==> src/rtl/div_pkg.sv <==
// ---------------------------------------------------------------------------
// div_pkg
// Shared types and sizing helpers for the sequential restoring divider.
//   div_state_t : controller states (IDLE, CALC, DONE)
//   DIV_WIDTH   : default operand width of the arithmetic library
//   CNT_W       : iteration counter width for the default operand width
//   cnt_width() : iteration counter width for any operand width
// ---------------------------------------------------------------------------
package div_pkg;

    typedef enum logic [1:0] {
        IDLE = 2'd0,
        CALC = 2'd1,
        DONE = 2'd2
    } div_state_t;

    localparam int DIV_WIDTH = 8;

    // The counter runs 0 .. WIDTH-1, so $clog2(WIDTH) bits are enough.
    function automatic int cnt_width(input int width);
        return $clog2(width);
    endfunction

    localparam int CNT_W = cnt_width(DIV_WIDTH);

endpackage

==> src/rtl/div_trial_sub.sv <==
// ---------------------------------------------------------------------------
// div_trial_sub
// Combinational (WIDTH+1)-bit trial subtraction r - {1'b0, divisor}, built
// as r + ~{1'b0, divisor} + 1 with 4-bit carry-lookahead groups that are
// chained group to group, like the library adders.
//   r       in   WIDTH+1  shifted partial remainder
//   divisor in   WIDTH    unsigned divisor
//   diff    out  WIDTH    low WIDTH bits of r - divisor
//   borrow  out  1        1 when r < divisor (inverted carry out)
// The top difference bit is not produced: whenever the subtraction does not
// borrow, the result is below the divisor and fits in WIDTH bits.
// ---------------------------------------------------------------------------
module div_trial_sub #(
    parameter int WIDTH = 8
) (
    input  logic [WIDTH:0]   r,
    input  logic [WIDTH-1:0] divisor,
    output logic [WIDTH-1:0] diff,
    output logic             borrow
);

    localparam int N = WIDTH + 1;

    logic [N-1:0] op_b;
    logic [N-1:0] gen;
    logic [N-1:0] prop;
    logic [N:0]   carry;
    logic         term;
    logic         look;

    assign op_b = ~{1'b0, divisor};
    assign gen  = r & op_b;
    assign prop = r ^ op_b;

    // Inside a group every carry is the full lookahead expression of the
    // group carry-in; only the group carry-in itself comes from the group
    // below. The last group may be shorter than four bits.
    // NOTE: every variable driven here gets a default before any branch, so
    // no path leaves a value unassigned and no latch is inferred.
    always_comb begin
        carry    = '0;
        term     = 1'b0;
        look     = 1'b0;
        carry[0] = 1'b1;              // +1 of the two's complement
        for (int base = 0; base < N; base += 4) begin
            for (int j = 0; j < 4; j++) begin
                if (base + j < N) begin
                    term = carry[base];
                    for (int k = base; k <= base + j; k++) term = term & prop[k];
                    look = term;
                    for (int k = base; k <= base + j; k++) begin
                        term = gen[k];
                        for (int m = k + 1; m <= base + j; m++) term = term & prop[m];
                        look = look | term;
                    end
                    carry[base+j+1] = look;
                end
            end
        end
    end

    assign diff   = prop[WIDTH-1:0] ^ carry[WIDTH-1:0];
    assign borrow = ~carry[N];

endmodule

==> src/rtl/seq_restoring_divider.sv <==
// ---------------------------------------------------------------------------
// seq_restoring_divider
// Sequential unsigned radix-2 restoring divider, one quotient bit per clock,
// valid/ready handshake on both sides. All outputs come from registers.
//   clk         in   1      clock, all updates on posedge
//   rst_n       in   1      synchronous active-low reset
//   in_valid    in   1      dividend/divisor valid
//   in_ready    out  1      divider idle, can accept an operation
//   dividend    in   WIDTH  unsigned dividend
//   divisor     in   WIDTH  unsigned divisor
//   out_valid   out  1      quotient/remainder/div_by_zero valid
//   out_ready   in   1      consumer takes the result
//   quotient    out  WIDTH  unsigned quotient ({WIDTH{1}} on divide by zero)
//   remainder   out  WIDTH  unsigned remainder (dividend on divide by zero)
//   div_by_zero out  1      divisor was zero for this result
// Latency: WIDTH cycles from accept to out_valid, 0 for a zero divisor.
// ---------------------------------------------------------------------------
module seq_restoring_divider
    import div_pkg::*;
#(
    parameter int WIDTH = DIV_WIDTH       // must be >= 2
) (
    input  logic             clk,
    input  logic             rst_n,
    input  logic             in_valid,
    output logic             in_ready,
    input  logic [WIDTH-1:0] dividend,
    input  logic [WIDTH-1:0] divisor,
    output logic             out_valid,
    input  logic             out_ready,
    output logic [WIDTH-1:0] quotient,
    output logic [WIDTH-1:0] remainder,
    output logic             div_by_zero
);

    localparam int CNT_BITS = cnt_width(WIDTH);
    localparam logic [CNT_BITS-1:0] LAST_ITER = CNT_BITS'(WIDTH - 1);

    div_state_t          state;
    div_state_t          state_next;
    logic [CNT_BITS-1:0] cnt;
    logic [WIDTH-1:0]    divisor_r;
    // The partial remainder is always below the divisor between iterations,
    // so its top bit would be constant zero; it only exists in the shift.
    logic [WIDTH-1:0]    rem_acc;
    logic [WIDTH-1:0]    q_acc;

    logic [WIDTH:0]      shifted;
    logic [WIDTH-1:0]    trial_diff;
    logic                trial_borrow;
    logic [WIDTH-1:0]    rem_step;
    logic [WIDTH-1:0]    q_step;

    logic accept;
    logic last_iter;

    assign accept    = (state == IDLE) && in_valid;
    assign last_iter = (state == CALC) && (cnt == LAST_ITER);

    // Datapath of one iteration: shift the next dividend bit in, trial
    // subtract, keep the difference only when it did not go negative.
    assign shifted  = {rem_acc, q_acc[WIDTH-1]};
    assign rem_step = trial_borrow ? shifted[WIDTH-1:0] : trial_diff;
    assign q_step   = {q_acc[WIDTH-2:0], ~trial_borrow};

    div_trial_sub #(.WIDTH(WIDTH)) u_trial_sub (
        .r       (shifted),
        .divisor (divisor_r),
        .diff    (trial_diff),
        .borrow  (trial_borrow)
    );

    // State register.
    // NOTE: sequential state uses non-blocking assignments so every register
    // samples the values from before the edge, independent of block order.
    always_ff @(posedge clk) begin
        if (!rst_n) state <= IDLE;
        else        state <= state_next;
    end

    // Next-state logic.
    always_comb begin
        state_next = state;
        unique case (state)
            IDLE:    if (in_valid) state_next = (divisor != '0) ? CALC : DONE;
            CALC:    if (cnt == LAST_ITER) state_next = DONE;
            DONE:    if (out_ready) state_next = IDLE;
            default: state_next = IDLE;
        endcase
    end

    // Handshake outputs decode the registered state only.
    always_comb begin
        in_ready  = (state == IDLE);
        out_valid = (state == DONE);
    end

    // Iteration registers and result registers. Operands are sampled only at
    // the accept edge; results are held for as long as DONE lasts.
    // NOTE: the datapath registers are reset as well, so a reset mid-operation
    // leaves no trace of the aborted partial result on the outputs.
    always_ff @(posedge clk) begin
        if (!rst_n) begin
            cnt         <= '0;
            divisor_r   <= '0;
            rem_acc     <= '0;
            q_acc       <= '0;
            quotient    <= '0;
            remainder   <= '0;
            div_by_zero <= 1'b0;
        end else if (accept) begin
            divisor_r <= divisor;
            rem_acc   <= '0;
            q_acc     <= dividend;
            cnt       <= '0;
            if (divisor == '0) begin
                quotient    <= '1;
                remainder   <= dividend;
                div_by_zero <= 1'b1;
            end else begin
                div_by_zero <= 1'b0;
            end
        end else if (state == CALC) begin
            rem_acc <= rem_step;
            q_acc   <= q_step;
            cnt     <= cnt + 1'b1;
            if (last_iter) begin
                quotient  <= q_step;
                remainder <= rem_step;
            end
        end
    end

endmodule

==> config.mk <==
export PLATFORM = sky130hd
export DESIGN_NAME = seq_restoring_divider
export DESIGN_NICKNAME = d
export VERILOG_FILES = /design/src/rtl/div_pkg.sv /design/src/rtl/div_trial_sub.sv /design/src/rtl/seq_restoring_divider.sv
export SDC_FILE = /design/constraint.sdc
export NUM_CORES = 1
export LEC_CHECK = 0
export ABC_AREA = 1
export CAP_MARGIN = 20
export CORE_UTILIZATION = 47
export CTS_BUF_LIST = sky130_fd_sc_hd__clkbuf_16
export DETAILED_ROUTE_END_ITERATION = 8
export GPL_TIMING_DRIVEN = 0
export PLACE_DENSITY = 0.75
export SLEW_MARGIN = 25
export SYNTH_ARGS = -nofsm -noshare
export SYNTH_HDL_FRONTEND = slang
export SYNTH_SLANG_ARGS = --single-unit
==> constraint.sdc <==
create_clock -name clk -period 2.2 [get_ports clk]
set_clock_uncertainty 0.05 [all_clocks]
set_input_delay 0.44 -clock clk [delete_from_list [all_inputs] [get_ports clk]]
set_output_delay 0.44 -clock clk [all_outputs]
set_load 0.03 [all_outputs]
==> metrics <==
status complete, but fails checks; violated checks DRC, setup timing; endpoint arrival time on the critical path between 2 and 3 ns; net switching power between 700 and 800 uW; placed standard-cell area around 2700 um^2; synthesized flop and latch total between 40 and 50; time the worst path needs with I/O delays and setup 2.39 ns; clk root buf clkbuf_16; cells after synthesis 303; Die Width between 70 and 80 um; Port Buffers 37; EDFF count, synth 0; highest net fanout along the worst path 5; main flop type after synthesis dfxtp_1; startpoint class of the critical path register; NumNets Final 399; final-layout setup total negative slack -2.51 ns; critical path endpoint category register; Setup WS pre-CTS -0.386 ns; worst min-delay path class register to register; via count of the first global-routing pass approximately 2.1k; area share of the largest cell type after synthesis 0.410; number of instances in the placed design just under 400; Final Routed Wirelength 6080 um; Starting Density 0.501; setup repair after global routing missed its margin yes; Final Instance Count excl. Fillers around 420; initial detailed-routing violation count 148; part of the total power dissipated in the clock network 0.347; Avg Cell Area, Syn about 7.4 um^2; clock edge transition at the registers on the reported setup and hold paths ~0.06 ns; Synthesis Warnings 0; WL per Instance between 10 and 15 um; global-route wire length before repair 9740 um; synth cell count leaders nand2_1, dfxtp_1, inv_1; sequential share of power 0.363; largest net degree at the start of global routing 16; fin area around 3200 um^2; initial antenna violation count 0; slack of the critical path -0.194 ns; signed area change from the synthesized netlist to the final layout 40.4%; total setup violations reported at the end of the flow 18; number of pins exceeding their max-slew limit in the final report 0; all-layer global routing usage 0.250; area inside the core boundary ~4500 um^2; relative contribution of combinational cells to total power 0.289; placer congestion estimate a little under 0.8; max-cap violations 0; number of failing hold endpoints at the final stage 0; overall overflow remaining after global route 0; Die H 71.1 um; worst-case vdd ir drop about 540 uV; cell accounting for the most synthesized area dfxtp_1; total vias in the final route approximately 2.2k; worst slew slack as a fraction of its limit 0.588; syn nets around 340; HPWL after DPL between 3000 and 4000 um; CTS tree done; Max Buffers Root-to-Sink 2; Internal Power between 1.5 and 2 mW; fraction of layout cells with a size suffix above 1 0.196; leakage power figure ~1.4 nW; unique cell type count in the Yosys netlist 28; critical path data required time ~2.4 ns; critical path class register to register; slew at the pin closest to its max-slew limit between 0.6 and 0.7 ns; Power per Cell Area ~790 nW/um^2; vias per inst roughly 5.4; Util after Layout 0.704; Clock Sinks between 40 and 50; first-pass iteration count of the detailed router 6; register area share after synthesis 0.410; Syn Std Cell Area around 2200 um^2; maximum achievable frequency about 0.42 GHz; count of inserted antenna diode cells 0; number of top-level pins 39; final period utilization 1.09; net switching fraction of the power 0.300; total number of placement rows 24; clock latency at the later pin of the worst-skew pair 0.28 ns; number of remaining DRC errors 3; cts bufs inserted 5; post-detailed-route count of antenna-violating nets 0; FFs w/ async S/R, synth 0; Die ar. between 5000 and 6000 um^2; CTS H-Tree Depth 2; leading cell types by total area after synthesis dfxtp_1, nand2_1, ha_1; top-count cell post-synth nand2_1
cells by family after synthesis:
group,synth area share
AO/OA/AOI/OAI,0.167
AND/OR/NAND/NOR,0.228
flip-flops,0.410
buffers and inverters,0.0987
XOR/XNOR,0.0195
adder cells (fa/ha/maj),0.0758
final cells by class:
cell class,count,area [um^2]
Fill cell,376,1320
Clock inverter,3,45.0
Sequential cell,46,928
Timing Repair Buffer,56,520
Clock buffer,5,125
Buffer,11,68.8
Inverter,43,164
Multi-Input combinational cell,203,1230
Tap cell,52,65.1
cells in the final DEF, fill, tap and decap left out, drive strengths merged:
cell type and n:
clkdlybuf4s50 37, fa 1, clkbuf 12, inv 42, nand2 77, buf 23
nor2 21, xnor2 5, a21oi 27, dfxtp 46, clkinvlp 2, o21ai 24
a31oi 8, nand3b 2, clkinv 1, a221oi 1, ha 12, nand4 2
o221ai 7, bufinv 1, nand3 15, nor3 1
registers in the layout, summed over array words and instances (netlist names):
register / cells
q_acc: 8
quotient: 8
state: 2
rem_acc: 8
div_by_zero: 1
divisor_r: 8
remainder: 8
cnt: 3
final timing paths:
kind | startpoint | end | slack [ns] | cells past startpoint
setup / recovery | rem_acc[0] | remainder[1] | -0.19 | 16
hold / removal | divisor_r[6] | divisor_r[6] | 0.41 | 2
setup reg to reg | rem_acc[0] | remainder[1] | -0.19 | 16
hold reg to reg | divisor_r[6] | divisor_r[6] | 0.41 | 2
routing by layer:
layer	GRT usage	vias up	wire length, um
met4	0.113	0	176
li1	-	1125	-
met5	0	-	0
met2	0.423	61	2940
met3	0.0541	19	312
met1	0.304	1042	2650
power by group through the flow:
stage	clock network [mW]	registers (mW)	logic [mW]
6_report	0.864	0.903	0.719
5_1_grt	0.902	0.907	0.788
4_1_cts	0.858	0.902	0.629
3_5_place_dp	0	0.917	0.453
3_3_place_gp	0	0.917	0.444
2_1_floorplan	0	0.911	0.337
what timing repair did:
| item | in CTS | in global routing |
|---|---|---|
| setup buffers | 18 | 3 |
| hold buffers | 0 | 0 |
| pin swaps | 25 | 13 |
| gates resized for setup | 29 | 12 |
| endpoints found under the setup margin | 18 | 18 |
| cloned | 1 | 0 |
through the flow:
stage / power (mW) / hold WS (ns)
after floorplan: 1.25 / 0.386
after global placement: 1.36 / 0.403
after detailed placement: 1.37 / 0.408
after CTS: 2.39 / 0.417
after global routing: 2.60 / 0.439
final: 2.49 / 0.414
critical path, stage by stage, from the launching register on:
cell and delay (ns):
dfxtp_4 0.35, ha_4 0.24, nand2_2 0.06, nand3b_1 0.13, nand2_1 0.13, nand2_2 0.08
a21oi_4 0.13, inv_1 0.06, ha_2 0.17, nand3_2 0.07, nand4_1 0.14, nand2_2 0.18
buf_8 0.15, nand3_1 0.09, nand2_2 0.11, nand2_1 0.06, a21oi_1 0.12
No activity file was read; power rests on OpenSTA's default activity.
